## config.mk

```make
export PLATFORM = sky130hd
export DESIGN_NAME = image_transfer_controller_flat
export DESIGN_NICKNAME = d
export VERILOG_FILES = /design/src/rtl/image_xfer_pkg.sv /design/src/rtl/image_transfer_controller_if.sv /design/src/rtl/xfer_word_counter.sv /design/src/rtl/image_transfer_controller.sv /design/src/flat_wrapper.sv
export SDC_FILE = /design/constraint.sdc
export NUM_CORES = 1
export LEC_CHECK = 0
export ABC_AREA = 1
export BUFFER_PORTS_ARGS = -buffer_cell sky130_fd_sc_hd__buf_2
export CAP_MARGIN = 20
export CORE_MARGIN = 4
export CORE_UTILIZATION = 45
export DETAILED_ROUTE_END_ITERATION = 6
export GPL_TIMING_DRIVEN = 0
export PLACE_DENSITY = 0.61
export RECOVER_POWER = 50
export SLEW_MARGIN = 30
export SYNTH_ARGS = -nofsm -noshare
export SYNTH_HDL_FRONTEND = slang
export SYNTH_HIERARCHICAL = 1
export SYNTH_SLANG_ARGS = --single-unit
```

## constraint.sdc

```tcl
create_clock -name MAIN_CLOCK -period 2.64 [get_ports MAIN_CLOCK]
set_clock_uncertainty 0.15 [all_clocks]
set_input_delay 0.396 -clock MAIN_CLOCK [delete_from_list [all_inputs] [get_ports MAIN_CLOCK]]
set_output_delay 0.396 -clock MAIN_CLOCK [all_outputs]
set_load 0.02 [all_outputs]
```

## src/rtl/image_xfer_pkg.sv

```systemverilog
// Shared types and elaboration helpers for the image transfer controller.
package image_xfer_pkg;

  typedef enum logic [6:0] {
    S_RECEIVE   = 7'b0000001,
    S_START     = 7'b0000010,
    S_PROCESS   = 7'b0000100,
    S_READ      = 7'b0001000,
    S_READ_WAIT = 7'b0010000,
    S_TRANSMIT  = 7'b0100000,
    S_DONE      = 7'b1000000
  } state_e;

  function automatic bit rd_latency_ok(input int lat);
    return (lat >= 1) && (lat <= 2);
  endfunction

  // Wide enough to hold N itself, so a full 2^ADDR_W job count is representable.
  function automatic int cnt_w(input longint n);
    return $clog2(n) + 1;
  endfunction

endpackage

```

## src/rtl/image_transfer_controller_if.sv

```systemverilog
// UART, CPU and RAM-side signals of the image transfer controller.
interface image_transfer_controller_if #(
  parameter int DATA_W = 8,
  parameter int ADDR_W = 16
);
  logic              RX_VALID;
  logic [DATA_W-1:0] RX_DATA;
  logic              TX_DONE;
  logic              TX_START;
  logic [DATA_W-1:0] TX_DATA;
  logic [ADDR_W-1:0] RAM_ADDRESS;
  logic [DATA_W-1:0] RAM_DATA;
  logic              RAM_WRITE_EN;
  logic [DATA_W-1:0] RAM_Q;
  logic              BUS_GRANT_CPU;
  logic              START_PROCESSING;
  logic              PROCESS_FINISHED;
  logic              JOB_DONE;
  logic              RX_OVERRUN;

  modport master (
    input  RX_VALID, RX_DATA, TX_DONE, RAM_Q, PROCESS_FINISHED,
    output TX_START, TX_DATA, RAM_ADDRESS, RAM_DATA, RAM_WRITE_EN,
           BUS_GRANT_CPU, START_PROCESSING, JOB_DONE, RX_OVERRUN
  );

  modport slave (
    output RX_VALID, RX_DATA, TX_DONE, RAM_Q, PROCESS_FINISHED,
    input  TX_START, TX_DATA, RAM_ADDRESS, RAM_DATA, RAM_WRITE_EN,
           BUS_GRANT_CPU, START_PROCESSING, JOB_DONE, RX_OVERRUN
  );
endinterface

```

## src/rtl/xfer_word_counter.sv

```systemverilog
// Up-counter with clear and enable; tc flags that the current count is the last word.
module xfer_word_counter #(
  parameter int W    = 17,
  parameter int TERM = 4
) (
  input  logic         clk,
  input  logic         rst_n,
  input  logic         clr,
  input  logic         en,
  output logic [W-1:0] count,
  output logic         tc
);

  logic [W-1:0] count_q, count_d;

  // Clear and enable together restart the count at one (first word already taken).
  always_comb begin
    count_d = (clr ? '0 : count_q) + W'(en);
  end

  always_ff @(posedge clk or negedge rst_n) begin
    if (!rst_n) count_q <= '0;
    else        count_q <= count_d;
  end

  assign count = count_q;
  assign tc    = (count_q == W'(TERM - 1));

endmodule

```

## src/rtl/image_transfer_controller.sv

```systemverilog
// Sequences receive -> CPU processing -> transmit around the shared image RAM.
module image_transfer_controller
  import image_xfer_pkg::*;
#(
  parameter int              DATA_W      = 8,
  parameter int              ADDR_W      = 16,
  parameter int              IMAGE_WORDS = 65536,
  parameter int              TX_WORDS    = 16384,
  parameter logic [ADDR_W-1:0] RX_BASE   = '0,
  parameter logic [ADDR_W-1:0] TX_BASE   = '0,
  parameter int              RD_LATENCY  = 1
) (
  input logic                  MAIN_CLOCK,
  input logic                  RESET_N,
  image_transfer_controller_if.master bus
);

  localparam int CNT_W = cnt_w(longint'(1) << ADDR_W);

  if (!rd_latency_ok(RD_LATENCY)) begin : g_lat_check
    $error("RD_LATENCY must be 1 or 2");
  end

  state_e                state_q, state_d;
  logic                  wr_en_q, wr_en_d;
  logic [ADDR_W-1:0]     addr_q, addr_d;
  logic [DATA_W-1:0]     wdata_q, wdata_d;
  logic                  tx_start_q, tx_start_d;
  logic [DATA_W-1:0]     tx_data_q, tx_data_d;
  logic                  grant_q, grant_d;
  logic                  start_proc_q, start_proc_d;
  logic                  job_done_q, job_done_d;
  logic                  overrun_q, overrun_d;
  logic                  last_wr_q, last_wr_d;
  logic                  fin_prev_q, fin_prev_d;
  logic [RD_LATENCY-1:0] rd_pipe_q, rd_pipe_d;

  logic             rx_clr, rx_en, rx_tc, tx_clr, tx_en, tx_tc;
  logic [CNT_W-1:0] rx_count, tx_count;

  xfer_word_counter #(.W(CNT_W), .TERM(IMAGE_WORDS)) u_rx_cnt (
    .clk(MAIN_CLOCK), .rst_n(RESET_N), .clr(rx_clr), .en(rx_en),
    .count(rx_count), .tc(rx_tc)
  );

  xfer_word_counter #(.W(CNT_W), .TERM(TX_WORDS)) u_tx_cnt (
    .clk(MAIN_CLOCK), .rst_n(RESET_N), .clr(tx_clr), .en(tx_en),
    .count(tx_count), .tc(tx_tc)
  );

  always_comb begin
    state_d      = state_q;
    wr_en_d      = 1'b0;
    addr_d       = addr_q;
    wdata_d      = wdata_q;
    tx_start_d   = 1'b0;
    tx_data_d    = tx_data_q;
    grant_d      = grant_q;
    start_proc_d = 1'b0;
    job_done_d   = job_done_q;
    overrun_d    = overrun_q;
    last_wr_d    = 1'b0;
    fin_prev_d   = bus.PROCESS_FINISHED;
    rd_pipe_d    = RD_LATENCY'({rd_pipe_q, state_q == S_READ});
    rx_clr       = 1'b0;
    rx_en        = 1'b0;
    tx_clr       = 1'b0;
    tx_en        = 1'b0;

    // A word arriving while the final write is on the bus already belongs to no job.
    if (bus.RX_VALID && !(state_q == S_DONE || (state_q == S_RECEIVE && !last_wr_q)))
      overrun_d = 1'b1;

    case (state_q)
      S_RECEIVE: begin
        if (last_wr_q) begin
          state_d      = S_START;
          grant_d      = 1'b1;
          start_proc_d = 1'b1;
        end else if (bus.RX_VALID) begin
          wr_en_d   = 1'b1;
          addr_d    = RX_BASE + ADDR_W'(rx_count);
          wdata_d   = bus.RX_DATA;
          rx_en     = 1'b1;
          last_wr_d = rx_tc;
        end
      end
      S_START: state_d = S_PROCESS;
      S_PROCESS: begin
        if (bus.PROCESS_FINISHED && !fin_prev_q) begin
          grant_d = 1'b0;
          addr_d  = TX_BASE + ADDR_W'(tx_count);
          state_d = S_READ;
        end
      end
      S_READ: state_d = S_READ_WAIT;
      S_READ_WAIT: begin
        if (rd_pipe_q[RD_LATENCY-1]) begin
          tx_data_d  = bus.RAM_Q;
          tx_start_d = 1'b1;
          state_d    = S_TRANSMIT;
        end
      end
      S_TRANSMIT: begin
        if (bus.TX_DONE) begin
          tx_en = 1'b1;
          if (tx_tc) begin
            job_done_d = 1'b1;
            state_d    = S_DONE;
          end else begin
            addr_d  = TX_BASE + ADDR_W'(tx_count) + ADDR_W'(1);
            state_d = S_READ;
          end
        end
      end
      S_DONE: begin
        if (bus.RX_VALID) begin
          job_done_d = 1'b0;
          rx_clr     = 1'b1;
          rx_en      = 1'b1;
          tx_clr     = 1'b1;
          wr_en_d    = 1'b1;
          addr_d     = RX_BASE;
          wdata_d    = bus.RX_DATA;
          last_wr_d  = (IMAGE_WORDS == 1);
          state_d    = S_RECEIVE;
        end
      end
      default: state_d = S_RECEIVE;
    endcase
  end

  always_ff @(posedge MAIN_CLOCK or negedge RESET_N) begin
    if (!RESET_N) begin
      state_q      <= S_RECEIVE;
      wr_en_q      <= 1'b0;
      addr_q       <= '0;
      wdata_q      <= '0;
      tx_start_q   <= 1'b0;
      tx_data_q    <= '0;
      grant_q      <= 1'b0;
      start_proc_q <= 1'b0;
      job_done_q   <= 1'b0;
      overrun_q    <= 1'b0;
      last_wr_q    <= 1'b0;
      fin_prev_q   <= 1'b0;
      rd_pipe_q    <= '0;
    end else begin
      state_q      <= state_d;
      wr_en_q      <= wr_en_d;
      addr_q       <= addr_d;
      wdata_q      <= wdata_d;
      tx_start_q   <= tx_start_d;
      tx_data_q    <= tx_data_d;
      grant_q      <= grant_d;
      start_proc_q <= start_proc_d;
      job_done_q   <= job_done_d;
      overrun_q    <= overrun_d;
      last_wr_q    <= last_wr_d;
      fin_prev_q   <= fin_prev_d;
      rd_pipe_q    <= rd_pipe_d;
    end
  end

  assign bus.TX_START         = tx_start_q;
  assign bus.TX_DATA          = tx_data_q;
  assign bus.RAM_ADDRESS      = addr_q;
  assign bus.RAM_DATA         = wdata_q;
  assign bus.RAM_WRITE_EN     = wr_en_q;
  assign bus.BUS_GRANT_CPU    = grant_q;
  assign bus.START_PROCESSING = start_proc_q;
  assign bus.JOB_DONE         = job_done_q;
  assign bus.RX_OVERRUN       = overrun_q;

endmodule

```

## src/flat_wrapper.sv

```systemverilog
// flat-port wrapper written by rule: the top's interface ports become plain ports
module image_transfer_controller_flat import image_xfer_pkg::*;
#(
  parameter int              DATA_W      = 8,
  parameter int              ADDR_W      = 16,
  parameter int              IMAGE_WORDS = 65536,
  parameter int              TX_WORDS    = 16384,
  parameter logic [ADDR_W-1:0] RX_BASE   = '0,
  parameter logic [ADDR_W-1:0] TX_BASE   = '0,
  parameter int              RD_LATENCY  = 1
)
  (MAIN_CLOCK, RESET_N, bus_RX_VALID, bus_RX_DATA, bus_TX_DONE, bus_RAM_Q, bus_PROCESS_FINISHED, bus_TX_START, bus_TX_DATA, bus_RAM_ADDRESS, bus_RAM_DATA, bus_RAM_WRITE_EN, bus_BUS_GRANT_CPU, bus_START_PROCESSING, bus_JOB_DONE, bus_RX_OVERRUN);
  image_transfer_controller_if #(.DATA_W(DATA_W), .ADDR_W(ADDR_W)) bus_i ();
  input logic MAIN_CLOCK;
  input logic RESET_N;
  input wire logic [$bits(bus_i.RX_VALID)-1:0] bus_RX_VALID;
  input wire logic [$bits(bus_i.RX_DATA)-1:0] bus_RX_DATA;
  input wire logic [$bits(bus_i.TX_DONE)-1:0] bus_TX_DONE;
  input wire logic [$bits(bus_i.RAM_Q)-1:0] bus_RAM_Q;
  input wire logic [$bits(bus_i.PROCESS_FINISHED)-1:0] bus_PROCESS_FINISHED;
  output wire logic [$bits(bus_i.TX_START)-1:0] bus_TX_START;
  output wire logic [$bits(bus_i.TX_DATA)-1:0] bus_TX_DATA;
  output wire logic [$bits(bus_i.RAM_ADDRESS)-1:0] bus_RAM_ADDRESS;
  output wire logic [$bits(bus_i.RAM_DATA)-1:0] bus_RAM_DATA;
  output wire logic [$bits(bus_i.RAM_WRITE_EN)-1:0] bus_RAM_WRITE_EN;
  output wire logic [$bits(bus_i.BUS_GRANT_CPU)-1:0] bus_BUS_GRANT_CPU;
  output wire logic [$bits(bus_i.START_PROCESSING)-1:0] bus_START_PROCESSING;
  output wire logic [$bits(bus_i.JOB_DONE)-1:0] bus_JOB_DONE;
  output wire logic [$bits(bus_i.RX_OVERRUN)-1:0] bus_RX_OVERRUN;
  assign bus_i.RX_VALID = bus_RX_VALID;
  assign bus_i.RX_DATA = bus_RX_DATA;
  assign bus_i.TX_DONE = bus_TX_DONE;
  assign bus_i.RAM_Q = bus_RAM_Q;
  assign bus_i.PROCESS_FINISHED = bus_PROCESS_FINISHED;
  assign bus_TX_START = bus_i.TX_START;
  assign bus_TX_DATA = bus_i.TX_DATA;
  assign bus_RAM_ADDRESS = bus_i.RAM_ADDRESS;
  assign bus_RAM_DATA = bus_i.RAM_DATA;
  assign bus_RAM_WRITE_EN = bus_i.RAM_WRITE_EN;
  assign bus_BUS_GRANT_CPU = bus_i.BUS_GRANT_CPU;
  assign bus_START_PROCESSING = bus_i.START_PROCESSING;
  assign bus_JOB_DONE = bus_i.JOB_DONE;
  assign bus_RX_OVERRUN = bus_i.RX_OVERRUN;
  image_transfer_controller #(.DATA_W(DATA_W), .ADDR_W(ADDR_W), .IMAGE_WORDS(IMAGE_WORDS), .TX_WORDS(TX_WORDS), .RX_BASE(RX_BASE), .TX_BASE(TX_BASE), .RD_LATENCY(RD_LATENCY)) u_core (.MAIN_CLOCK(MAIN_CLOCK), .RESET_N(RESET_N), .bus(bus_i));
endmodule
```

==> results of run 1 <==
==> placed cells by master (no fill, tap or decap), types with 6 or more instances in the layout <==
cell,Yosys,final
sky130_fd_sc_hd__nand2_1,249,248
sky130_fd_sc_hd__inv_1,89,87
sky130_fd_sc_hd__dfrtp_1,81,80
sky130_fd_sc_hd__nor2_1,71,69
sky130_fd_sc_hd__nand3_1,64,64
sky130_fd_sc_hd__buf_2,3,46
sky130_fd_sc_hd__o21ai_0,21,21
sky130_fd_sc_hd__nand4_1,17,17
sky130_fd_sc_hd__clkbuf_1,0,14
sky130_fd_sc_hd__nor2_2,14,14
sky130_fd_sc_hd__nor2_4,12,14
sky130_fd_sc_hd__nand2_2,11,11
sky130_fd_sc_hd__clkbuf_16,0,9
sky130_fd_sc_hd__xor2_1,7,7
sky130_fd_sc_hd__xnor2_1,7,7
sky130_fd_sc_hd__inv_6,1,6
sky130_fd_sc_hd__buf_4,2,6
==> path summary, 6_finish.rpt <==
check / startpoint / endpoint / slack (ps)
min: bus_PROCESS_FINISHED / u_core/fin_prev_q$_DFF_PN0_ / 30
max: u_core/state_q[2]$_DFFE_PN0P_ / u_core/u_tx_cnt/count[6]$_DFF_PN0_ / 180
max reg2reg: u_core/state_q[2]$_DFFE_PN0P_ / u_core/u_tx_cnt/count[6]$_DFF_PN0_ / 180
max in group asynchronous: RESET_N / u_core/state_q[0]$_DFFE_PN1P_ / 410
min reg2reg: u_core/bus.RAM_ADDRESS[13]$_DFFE_PN0P_ / u_core/bus.RAM_ADDRESS[13]$_DFFE_PN0P_ / 330
min in group asynchronous: RESET_N / u_core/bus.TX_DATA[2]$_DFFE_PN0P_ / 950
==> stage by stage <==
step           utilization  instance area (um^2)  cells  power (mW)
2_1_floorplan            -                  5050    698        1.81
3_3_place_gp         0.504                  5520    896        1.99
3_5_place_dp         0.508                  5550    897        2.00
4_1_cts              0.536                  5860    915        3.23
5_1_grt              0.539                  5900    919        3.36
6_report             0.539                  5900    919        3.19
==> timing repair <==
| action | CTS | global route |
|---|---|---|
| setup endpoints to repair | 8 | 15 |
| pin swaps | 2 | 5 |
| hold endpoints to repair | 31 | 0 |
| buffers inserted | 1 | 4 |
| gates resized for setup | 3 | 10 |
| gates cloned | 0 | 0 |
| hold buffers | 1 | 0 |
==> final cells by class <==
| class | count | area, um^2 |
|---|---|---|
| timing repair buffer | 65 | 352 |
| clock buffer | 9 | 225 |
| clock inverter | 7 | 57.6 |
| sequential | 82 | 2050 |
| fill | 1080 | 5040 |
| buffer | 11 | 119 |
| multi-input combinational | 510 | 2550 |
| inverter | 95 | 367 |
| tap | 140 | 175 |
==> flip-flops by register name, summed over array words and instances (netlist names) <==
signal	flops
u_core/last_wr_q	1
u_core/u_rx_cnt/count	17
u_core/bus.RAM_ADDRESS	16
u_core/bus.RAM_DATA	8
u_core/fin_prev_q	1
u_core/state_q	7
u_core/rd_pipe_q	1
u_core/bus.TX_DATA	8
u_core/bus.BUS_GRANT_CPU	1
u_core/bus.RAM_WRITE_EN	1
u_core/bus.TX_START	1
u_core/bus.JOB_DONE	1
u_core/bus.START_PROCESSING	1
u_core/bus.RX_OVERRUN	1
u_core/u_tx_cnt/count	17
==> power by group <==
part / internal (mW) / switching, mW / leakage (nW)
Sequential: 1.37 / 0.102 / 0.978
Clock: 0.654 / 0.547 / 0.142
Combinational: 0.179 / 0.341 / 1.92
==> layer usage <==
layer	vias up	global-route usage	wire (um)
met5	-	0	0
met4	0	0.0831	283
met3	24	0.0276	740
met2	147	0.336	5770
met1	2146	0.296	6060
li1	2327	-	-
==> logic make-up (layout without fill, tap and decap cells) <==
logic type / after synthesis / count (layout) / share of synthesized area
flops: 82 / 82 / 0.406
fa+ha+maj: 5 / 5 / 0.0124
simple gates: 461 / 461 / 0.428
xor+xnor: 14 / 14 / 0.0243
compound gates: 30 / 30 / 0.0337
buf+inv: 106 / 187 / 0.0954
==> critical path: cells and delay by family, from the launching register on <==
| family | cells | cell delay [ps] |
|---|---|---|
| XOR/XNOR | 1 | 110 |
| adder cells (fa/ha/maj) | 2 | 390 |
| buffers and inverters | 4 | 550 |
| AND/OR/NAND/NOR | 7 | 720 |
| flip-flops | 1 | 440 |
==> run summary, run 1 <==
The flow ran to the end, but the final reports show violations. The checks that failed: max-capacitance violations, max-slew violations. The highest clock frequency the design can meet is 407 MHz, and the number of different library cells in the post-synthesis netlist is 39.

The commonest cells after synthesis are sky130_fd_sc_hd__nand2_1, sky130_fd_sc_hd__inv_1, sky130_fd_sc_hd__dfrtp_1. After technology mapping, the gate count stands at 698. The floorplan step set the die height to 114 um. The logs give 6 for the warning count from the yosys run and 0 for the count of endpoints failing hold in the final timing report. The least setup slack across all paths after layout came out at 182 ps.

After clock tree synthesis, the clock-pin slew on the worst setup and hold paths is 70 ps. The worst slew margin relative to its limit was -0.0327. For this run, the slowest stage of the critical path takes 440 ps.

Final critical path time including I/O delays and setup: 2460 ps. The via count of the first global-routing pass is 4638, and the power per cell area is 541 mW/mm^2. The area of the core came out at 0.0109 mm^2. The critical path endpoint category is a register. The share of the cycle needed by the critical path after routing came out at 0.931. The hold-critical path depth is 1.

Data on the critical path is required at its endpoint by 2730 ps. The sequential cell area fraction in the yosys report came out at 0.406. Global-route usage over all layers: 0.212.

Ranked by total cell area, the synthesized netlist is headed by sky130_fd_sc_hd__dfrtp_1, sky130_fd_sc_hd__nand2_1, sky130_fd_sc_hd__inv_1, sky130_fd_sc_hd__nand3_1, sky130_fd_sc_hd__nor2_1. The starting density of the core came out at 0.462. TritonCTS built the clock tree. The most used flip-flop cell after synthesis was sky130_fd_sc_hd__dfrtp_1.

Launching element type of the critical path: a register. The maximum count of clock buffers along a single path came out at 2. The wire length per cell was 14.0 um; the latest clock arrival within the worst-skew pair was 340 ps. The tools report the depth of the CTS H-tree as 3.

The post-synthesis net count was 724; the maximum fanout along the worst path was 8. The most numerous cell type found on the critical path is sky130_fd_sc_hd__nor2_4. Entering global routing, the biggest net connects 52 pins. The die covers 0.0130 mm^2. The first detailed-routing pass ran for 5 iterations. Clock tree synthesis inserted a total of 9 buffers. The cell taking the most area after synthesis is sky130_fd_sc_hd__dfrtp_1.

The post-synthesis average cell area was 7.24 um^2; the total of flip-flops plus latches after synthesis was 82. The transition at the pin with the smallest max-transition slack was 1550 ps. The share of async-settable or async-resettable flops after synthesis is 1.00, and the setup TNS is 0 ps. For the final number of setup-violating endpoints, the log shows 0.

At the end of the flow, the number of nets in the layout was 800. For the initial antenna violation count, the log shows 0. The half-perimeter wire length of the detailed placement result is 9790 um, and the global placement routability congestion is 0.930.

For this design, the slowest cell found on the critical path is sky130_fd_sc_hd__dfrtp_2. Relative to the synthesized area, the layout overhead comes to 16.7%. The remaining routing DRC violations was 0; the final hold slack was 31.1 ps.

The area share of the leading cell type in the synthesized netlist was 0.401; the post-detailed-routing wire length was 12900 um. The number of max-cap violations was 1; the global-route wire length before repair was 22100 um. The worst reg2reg path depth came out at 14. The total via count after detailed routing was 4644; the number of flops mapped to enable cells by yosys was 0. The post-detailed-route count of antenna-violating nets is 0. Setup repair after global routing left no endpoint under its margin.

The tree built by TritonCTS fans out to 82 sinks. For this design the top-level I/O count stands at 59. The tools report the final-report max-slew violation count as 32.

For the data arrival at the endpoint of the critical path, the log shows 2540 ps. The logs give 0 for the antenna diode instance count and 3.04 nW for the leakage dissipation. The layout cell share with drive strength beyond 1 works out to 0.186. The maximum ir drop on the vdd rail was 326 uV; the number of port buffers was 58. The cell at the root of the clock tree was sky130_fd_sc_hd__clkbuf_16.

The setup path with the least slack is of type register to register. After floorplanning, the core was divided into 38 placement rows. The tightest min-delay check is of the input port to register type.

After global routing the overflow that remains totals 0. The library cell with the highest instance count after synthesis is sky130_fd_sc_hd__nand2_1. Traced cell by cell, the critical path runs through nor2_4 > buf_4 > nand2_4 > nor2_4 > nand2_2 > inv_1 > buf_6 > nor2_1 > ha_2 > ha_2 > nand4_4 > nor2_4 > buf_4 > xnor2_1. The detailed router finished its first iteration with 458 violations. Using the TritonRoute via totals, the vias-per-cell ratio works out to 5.05. The netlist area before placement is 0.00505 mm^2, and the minimum setup slack after placement is -126 ps. The horizontal extent of the die was 114 um.
Note: power is estimated with default switching activity, not from simulation.
==> inputs of run 2 (changes only) <==
--- a/config.mk
+++ b/config.mk
@@ -13,7 +13,7 @@
 export DETAILED_ROUTE_END_ITERATION = 6
 export GPL_TIMING_DRIVEN = 0
 export PLACE_DENSITY = 0.61
-export RECOVER_POWER = 50
+export RECOVER_POWER = 25
 export SLEW_MARGIN = 30
 export SYNTH_ARGS = -nofsm -noshare
 export SYNTH_HDL_FRONTEND = slang
==> run 2 against run 1 <==
Compared with the run above:
- the run still ends with max-capacitance violations, max-slew violations left
- sequential share of layout area decreased by 0.10 points
- first-iteration DRC count down 7.9%
- maximum frequency decreased by 0.14%
- critical endpoint unchanged
==> run summary, run 2 (same netlist as run 1, synthesis figures left out) <==
The maximum ir drop on the vdd rail is 327 uV (+0.30%), and the wire length per cell is 13.9 um (-0.49%). The share of the cycle needed by the critical path after routing is 0.933 (+0.00130). Number of clock sinks: 82 (unchanged). The logs give 0 (unchanged) for the remaining routing DRC violations and 0 (unchanged) for the antenna diode instance count. The area of the core was 0.0109 mm^2 (unchanged). met2 is the most crowded layer.

The final reports fail on max-capacitance violations, max-slew violations. The met2 capacity usage during global routing was 0.336 (unchanged); the boundary pin count was 59 (unchanged). The number of port buffers is 58 (unchanged), and the hold-critical path depth is 1 (unchanged). The count of endpoints failing hold in the final timing report was 0 (unchanged). Leaving out fill and tap cells, the most frequent cell in the layout is sky130_fd_sc_hd__nand2_1.

For the minimum setup slack after placement, the log shows -126 ps (unchanged). The final-report max-slew violation count is 32 (unchanged), and the initial antenna violation count is 0 (unchanged). The run finished, with violations left. Global-route usage over all layers: 0.212 (unchanged). The tools report the worst slew margin relative to its limit as -0.0419 (-0.00915). The final number of setup-violating endpoints came out at 0 (unchanged). Setup repair after global routing left no endpoint under its margin. Power per cell area: 539 mW/mm^2 (-0.35%). The worst setup path is captured at a register.

The via count of the first global-routing pass was 4638 (unchanged); the met3 global-route usage was 0.0276 (unchanged). The data arrival at the endpoint of the critical path is 2540 ps (about the same), and the maximum count of clock buffers along a single path is 2 (unchanged). The vertical extent of the die is 114 um (unchanged). The tools report the latest clock arrival within the worst-skew pair as 340 ps (about the same). The TritonCTS buffer count is 9 (unchanged), and the post-detailed-routing wire length is 12800 um (-0.49%). The least setup slack across all paths after layout is 178 ps (-3.43 ps), and the depth of the CTS H-tree is 3 (unchanged).

The post-detailed-route count of antenna-violating nets is 0 (unchanged), and the final critical path time including I/O delays and setup is 2460 ps (+3.43 ps). Highest clock frequency the design can meet: 406 MHz (-0.14%). The per-cell via count in the routed design works out to 5.04 (-0.32%). The worst setup path is launched from a register.

The run gives 3.19 mW (about the same) as the total chip power. For the maximum number of pins on one net before global-route repair, the log shows 52 (unchanged). TritonCTS built the clock tree. For the global-route wire length before repair, the log shows 22100 um (unchanged).

Global placement routability congestion: 0.930 (unchanged). The transition at the pin with the smallest max-transition slack was 1560 ps (+13.7 ps); the setup TNS was 0 ps (unchanged). The total via count after detailed routing came out at 4629 (-0.32%). The critical path data required time was 2720 ps (about the same); the worst reg2reg path depth was 14 (unchanged).

The met1 usage in global routing is 0.296 (unchanged), and the leakage dissipation is 3.08 nW (+1.4%). From synthesis to final layout, the design area changed by 17.1%. The number of DRC violations after detailed-routing iteration 0 came out at 422 (-7.9%). The half-perimeter wire length of the detailed placement result is 9790 um (unchanged), and the area enclosed by the die boundary is 0.0130 mm^2 (unchanged). The maximum fanout along the worst path was 8 (unchanged). In the layout the commonest cells are sky130_fd_sc_hd__nand2_1, sky130_fd_sc_hd__inv_1, sky130_fd_sc_hd__dfrtp_1. Number of max-cap violations: 1 (unchanged).

The clock transition at the registers of the reported paths works out to 70 ps (about the same). The residual overflow from global routing came out at 0 (unchanged). In this run the clock root is driven by a sky130_fd_sc_hd__clkbuf_16. The worst setup path is of the register to register kind.

For the number of placement rows, the log shows 38 (unchanged). In this run the worst hold path is classified as input port to register. Net count reported at finish: 800 (unchanged). The starting density of the core is 0.462 (unchanged), and the horizontal extent of the die is 114 um (unchanged).

The layout cell share with drive strength beyond 1 was 0.204 (+0.0180). Number of search-and-repair iterations in the first detailed-routing pass: 5 (unchanged).
-- run 2: power breakdown --
group | total (mW) | switching [mW] | internal [mW]
registers | 1.47 | 0.101 | 1.37
clock network | 1.19 | 0.541 | 0.654
logic | 0.526 | 0.341 | 0.185
total | 3.19 | 0.982 | 2.20
-- run 2: worst max-delay path: stages (launching register included) --
cell	delay (ps)
sky130_fd_sc_hd__dfrtp_2	440
sky130_fd_sc_hd__nor2_4	140
sky130_fd_sc_hd__buf_4	140
sky130_fd_sc_hd__nand2_4	80
sky130_fd_sc_hd__nor2_4	150
sky130_fd_sc_hd__nand2_2	100
sky130_fd_sc_hd__inv_1	110
sky130_fd_sc_hd__buf_6	170
sky130_fd_sc_hd__nor2_1	70
sky130_fd_sc_hd__ha_2	190
sky130_fd_sc_hd__ha_2	200
sky130_fd_sc_hd__nand4_4	110
sky130_fd_sc_hd__nor2_4	70
sky130_fd_sc_hd__buf_4	130
sky130_fd_sc_hd__xnor2_1	110
-- run 2: final cells by class --
class	instances	area, um^2
Clock buffer	9	225
Timing Repair Buffer	65	369
Buffer	11	119
Fill cell	1075	5020
Tap cell	140	175
Sequential cell	82	2050
Inverter	95	367
Clock inverter	7	57.6
Multi-Input combinational cell	510	2550
-- run 2: path summary, 6_finish.rpt --
path | slack [ps] | to | startpoint
worst min-delay path | 30 | u_core/fin_prev_q$_DFF_PN0_ | bus_PROCESS_FINISHED
worst max register to register | 180 | u_core/u_tx_cnt/count[6]$_DFF_PN0_ | u_core/state_q[2]$_DFFE_PN0P_
worst min register to register | 320 | u_core/bus.RX_OVERRUN$_DFFE_PN0P_ | u_core/bus.RX_OVERRUN$_DFFE_PN0P_
max in group asynchronous | 400 | u_core/state_q[0]$_DFFE_PN1P_ | RESET_N
min in group asynchronous | 960 | u_core/bus.TX_DATA[2]$_DFFE_PN0P_ | RESET_N
worst max-delay path | 180 | u_core/u_tx_cnt/count[6]$_DFF_PN0_ | u_core/state_q[2]$_DFFE_PN0P_
-- run 2: stage by stage --
step | cell area (um^2) | cells | utilization | hold slack (ps)
4_1_cts | 5860 | 915 | 0.536 | 19.2
6_report | 5910 | 919 | 0.541 | 30.0
5_1_grt | 5910 | 919 | 0.541 | 27.5
3_3_place_gp | 5520 | 896 | 0.504 | 303
2_1_floorplan | 5050 | 698 | - | -49.6
3_5_place_dp | 5550 | 897 | 0.508 | 154
-- run 2: timing repair --
action	4_1_cts	5_1_grt
hold buffers	1	0
endpoints found under the hold margin	31	0
buffers inserted	1	4
gates resized for setup	3	10
endpoints found under the setup margin	8	15
pin swaps	2	5
-- run 2: metal layers --
layer / share of wire / routed length [um]
met5: 0 / 0
met4: 0.022 / 282
met3: 0.056 / 714
met2: 0.45 / 5730
met1: 0.47 / 6060
==> inputs of run 3 (changes only) <==
--- a/config.mk
+++ b/config.mk
@@ -12,10 +12,9 @@
 export CORE_UTILIZATION = 45
 export DETAILED_ROUTE_END_ITERATION = 6
 export GPL_TIMING_DRIVEN = 0
-export PLACE_DENSITY = 0.61
+export PLACE_DENSITY = 0.62
 export RECOVER_POWER = 25
 export SLEW_MARGIN = 30
 export SYNTH_ARGS = -nofsm -noshare
 export SYNTH_HDL_FRONTEND = slang
-export SYNTH_HIERARCHICAL = 1
 export SYNTH_SLANG_ARGS = --single-unit
==> run 3 against run 2 <==
Compared with the run above:
- the run still ends with max-capacitance violations, max-slew violations left
- synthesized area fell by 7.8%
- register-to-register slack got worse by 30 ps
- first-iteration DRC count shrank 33%
- non-clock buffer count increased by 8
- sequential share of layout area up 2.3 points
- global-route usage is 0.75 points higher
- final area is 6.2% lower
- utilization grew 1.9 points
- final cell count fell by 8.4%
- synthesized cell count shrank 10%
- total power is 3.8% lower
==> run summary, run 3 <==
The most frequent cell on the critical path is sky130_fd_sc_hd__inv_2. The checks that failed: max-capacitance violations, max-slew violations. The net switching share of the total power is 0.282 (-0.0259), and the depth of the CTS H-tree is 3 (unchanged).

The horizontal extent of the die is 110 um (-3.7%). The cell family contributing the most delay on the critical path is simple AND/OR/NAND/NOR gates. The starting density of the core came out at 0.470 (+0.00805).

The wire length per cell is 14.3 um (+2.7%). The startpoint of the lowest-slack hold path was bus_RX_DATA[1]. The number of port buffers works out to 58 (unchanged).

For the finished layout cell area, the log shows 0.00555 mm^2 (-6.2%). The via count of the first global-routing pass is 4280 (-7.7%), and the layout cell share with drive strength beyond 1 is 0.214 (+0.0103). The number of flops mapped to enable cells by yosys is 0 (unchanged). For the net switching power of the design, the log shows 0.866 mW (-12%). The tools report the warning count from the yosys run as 0 (-6). The worst hold-check path type was input port to register.

TritonCTS built the clock tree. The tools report the maximum number of pins on one net before global-route repair as 54 (+3.8%). The logs give 625 (-10%) for the number of cells produced by synthesis and -155 ps (-28.9 ps) for the minimum setup slack after placement.

Final number of setup-violating endpoints: 0 (unchanged). The run finished, with violations left. The sequential cell area fraction in the yosys report is 0.441 (+0.0344), and the largest incremental delay on the critical path is 560 ps (+120 ps).

Area of the core: 0.00991 mm^2 (-9.4%). By count the netlist is led by sky130_fd_sc_hd__nand2_1, sky130_fd_sc_hd__dfrtp_1, sky130_fd_sc_hd__nand3_1. The global-route wire length before repair was 20500 um (-7.6%); the netlist area before placement was 0.00466 mm^2 (-7.8%). The power per cell area came out at 553 mW/mm^2 (+2.6%). The filler cell count is 966 (-10%). The tools report the total cell area at the placement stage as 0.00515 mm^2 (-7.3%).

For the least setup slack across all paths after layout, the log shows 146 ps (-31.8 ps). The post-synthesis average cell area was 7.45 um^2 (+3.0%). The type of the setup path with the least slack is register to register.

The part of the power in registers came out at 0.476 (+0.016). The final cell count without fillers is 842 (-8.4%), and the number of placement rows is 36 (-5.3%). The run gives 730 (-8.8%) as the net count reported at finish. The number of search-and-repair iterations in the first detailed-routing pass was 5 (unchanged). STA classifies the critical path startpoint as a register. The tools report the cell at the root of the clock tree as sky130_fd_sc_hd__clkbuf_8. The tools report the number of max-cap violations as 1 (unchanged). The tools report the critical path endpoint category as a register. The worst slew margin relative to its limit was -0.134 (-0.0920). The transition at the pin with the smallest max-transition slack is 1700 ps (+138 ps), and the vertical extent of the die is 110 um (-3.7%). Leaving out fill and tap cells, the most frequent cells in the layout are sky130_fd_sc_hd__nand2_1, sky130_fd_sc_hd__dfrtp_1, sky130_fd_sc_hd__nand3_1. The per-cell via count in the routed design was 5.01 (-0.59%); the global-route usage over all layers was 0.220 (+0.00754). The logs give 30 (-6.3%) for the final-report max-slew violation count and 12000 um (-5.9%) for the post-detailed-routing wire length. The tools report the maximum ir drop on the vdd rail as 317 uV (-3.0%). For the post-detailed-route count of antenna-violating nets, the log shows 0 (unchanged). The run gives 0 ps (unchanged) as the setup TNS.

By area the synthesized netlist is led by sky130_fd_sc_hd__dfrtp_1, sky130_fd_sc_hd__nand2_1, sky130_fd_sc_hd__nand3_1, sky130_fd_sc_hd__inv_1, sky130_fd_sc_hd__nor2_1. The library cell used most frequently in the layout, excluding fill and tap cells, is sky130_fd_sc_hd__nand2_1. The final critical path time including I/O delays and setup is 2490 ps (+31.8 ps). The library cell with the highest instance count after synthesis is sky130_fd_sc_hd__nand2_1. The total of flip-flops plus latches after synthesis was 82 (unchanged); the TritonCTS buffer count was 9 (unchanged).

The post-synthesis net count was 651 (-10%); the relative contribution of the clock network to total power was 0.362 (-0.013). The critical path data required time is 2750 ps (+30 ps), and the share of async-settable or async-resettable flops after synthesis is 1.00 (unchanged). The hold-critical path depth came out at 3 (+2). The most used flip-flop cell after synthesis is sky130_fd_sc_hd__dfrtp_1.

For the number of DRC violations after detailed-routing iteration 0, the log shows 282 (-33%). For the area enclosed by the die boundary, the log shows 0.0120 mm^2 (-7.3%). The tools report the number of clock sinks as 82 (unchanged). The half-perimeter wire length of the detailed placement result is 9150 um (-6.6%).

The latest clock arrival within the worst-skew pair is 360 ps (+20 ps). The leakage dissipation came out at 2.96 nW (-3.8%). The largest total area in the synthesized netlist belongs to sky130_fd_sc_hd__dfrtp_1.

The logs give 0 (unchanged) for the antenna diode instance count and 2 (unchanged) for the maximum count of clock buffers along a single path. The residual overflow from global routing is 0 (unchanged), and the register-to-register path setup slack is 150 ps (-30 ps). The tools report the initial antenna violation count as 0 (unchanged). Relative contribution of combinational cells to total power: 0.161 (-0.004).

In this run the critical register-to-register path is captured at u_core.u_tx_cnt.count[5]$_DFF_PN0_. The share of the cycle needed by the critical path after routing came out at 0.945 (+0.0121). The relative area change from synthesis to final layout was 19.1%; the maximum fanout along the worst path was 10 (+2). The area share of the leading cell type in the synthesized netlist was 0.435 (+0.0340). The clock transition at the registers of the reported paths works out to 90 ps (+20 ps). Traced cell by cell, the critical path runs through nor2_2 > nand2_4 > inv_2 > nand3_4 > inv_1 > buf_6 > nor2_1 > ha_2 > nand3_1 > inv_2 > nand2_2 > nor2_4 > buf_4 > xor2_1. The remaining routing DRC violations was 0 (unchanged); the number of buffers and inverters on the critical path was 5 (+1). The run gives 401 MHz (-1.3%) as the highest clock frequency the design can meet. The cell internal power dissipation was 2.20 mW (-0.19%).

The global placement routability congestion is 0.899 (-3.3%), and the placed cell count is 817 (-8.9%). The worst reg2reg path depth is 14 (unchanged), and the total via count after detailed routing is 4216 (-8.9%). The count of endpoints failing hold in the final timing report came out at 0 (unchanged). Worst-case hold path end point: u_core.bus.RAM_DATA[1]$_DFFE_PN0P_. The slowest stage of the critical path belongs to the cell sky130_fd_sc_hd__dfstp_2. The number of different library cells in the post-synthesis netlist was 37 (-5.1%); the boundary pin count was 59 (unchanged). The data arrival at the endpoint of the critical path came out at 2610 ps (+70 ps). In this run the critical register-to-register path is launched from u_core.state_q[0]$_DFFE_PN1P_.
-- run 3: timing repair --
item,4_1_cts,5_1_grt
cloned,0,0
setup buffers,1,6
resized for setup,12,10
setup endpoints to repair,17,23
hold buffers,2,0
endpoints found under the hold margin,30,0
pin swaps,1,4
-- run 3: kinds of logic (layout without fill, tap and decap cells) --
logic type      count (synthesis)  after routing  synth area share
simple gates                  412            412             0.411
buf+inv                        91            175            0.0830
flops                          82             82             0.441
compound gates                 22             22            0.0271
xor+xnor                       13             13            0.0244
fa+ha+maj                       5              5            0.0134
-- run 3: worst max-delay path by stage --
stage                                        startpoint                                  end  slack, ps  cells after the start
after floorplan           u_core.state_q[0]$_DFFE_PN1P_  u_core.u_tx_cnt.count[11]$_DFF_PN0_        320                     14
after global placement    u_core.state_q[0]$_DFFE_PN1P_  u_core.u_tx_cnt.count[11]$_DFF_PN0_       -130                     14
after detailed placement  u_core.state_q[0]$_DFFE_PN1P_  u_core.u_tx_cnt.count[14]$_DFF_PN0_       -160                     14
after CTS                 u_core.state_q[6]$_DFFE_PN0P_  u_core.u_rx_cnt.count[13]$_DFF_PN0_         20                     13
after global routing      u_core.state_q[3]$_DFFE_PN0P_   u_core.u_rx_cnt.count[9]$_DFF_PN0_         -2                     15
final                     u_core.state_q[0]$_DFFE_PN1P_   u_core.u_tx_cnt.count[5]$_DFF_PN0_        150                     14
-- run 3: final cells by class --
type / count / area [um^2] / area share
flip-flops and latches: 82 / 2050 / 0.370
clock inverters: 4 / 98.8 / 0.0178
inverters: 75 / 284 / 0.0512
clock buffers: 12 / 145 / 0.0262
repair buffers: 68 / 388 / 0.0699
plain buffers: 16 / 109 / 0.0196
well taps: 133 / 166 / 0.0300
multi-input cells: 452 / 2300 / 0.415
-- run 3: routing by layer --
| metal | global-route usage | vias to the layer above | part of all wire |
|---|---|---|---|
| met5 | 0 | - | 0 |
| met4 | 0.0801 | 0 | 0.024 |
| met3 | 0.0458 | 20 | 0.054 |
| met2 | 0.360 | 112 | 0.46 |
| met1 | 0.287 | 1960 | 0.46 |
| li1 | - | 2124 | - |
-- run 3: metrics by stage --
stage | total power, mW | util | hold WS, ps
2_1_floorplan | 1.76 | - | -49.6
4_1_cts | 3.09 | 0.552 | 66.2
5_1_grt | 3.24 | 0.560 | 74.6
6_report | 3.07 | 0.560 | 75.2
3_3_place_gp | 1.94 | 0.516 | 299
3_5_place_dp | 1.96 | 0.519 | 142
-- run 3: power groups by stage --
stage	Sequential, mW	Combinational [mW]	Clock [mW]
global placement	1.48	0.463	0
global route	1.48	0.563	1.20
CTS	1.46	0.491	1.14
detailed placement	1.48	0.479	0
finish	1.46	0.494	1.11
floorplan	1.53	0.237	0
-- run 3: tightest hold or removal path, stage by stage --
cell and delay [ps]:
sky130_fd_sc_hd__buf_2 70, sky130_fd_sc_hd__nand2_1 40, sky130_fd_sc_hd__nand2_1 40
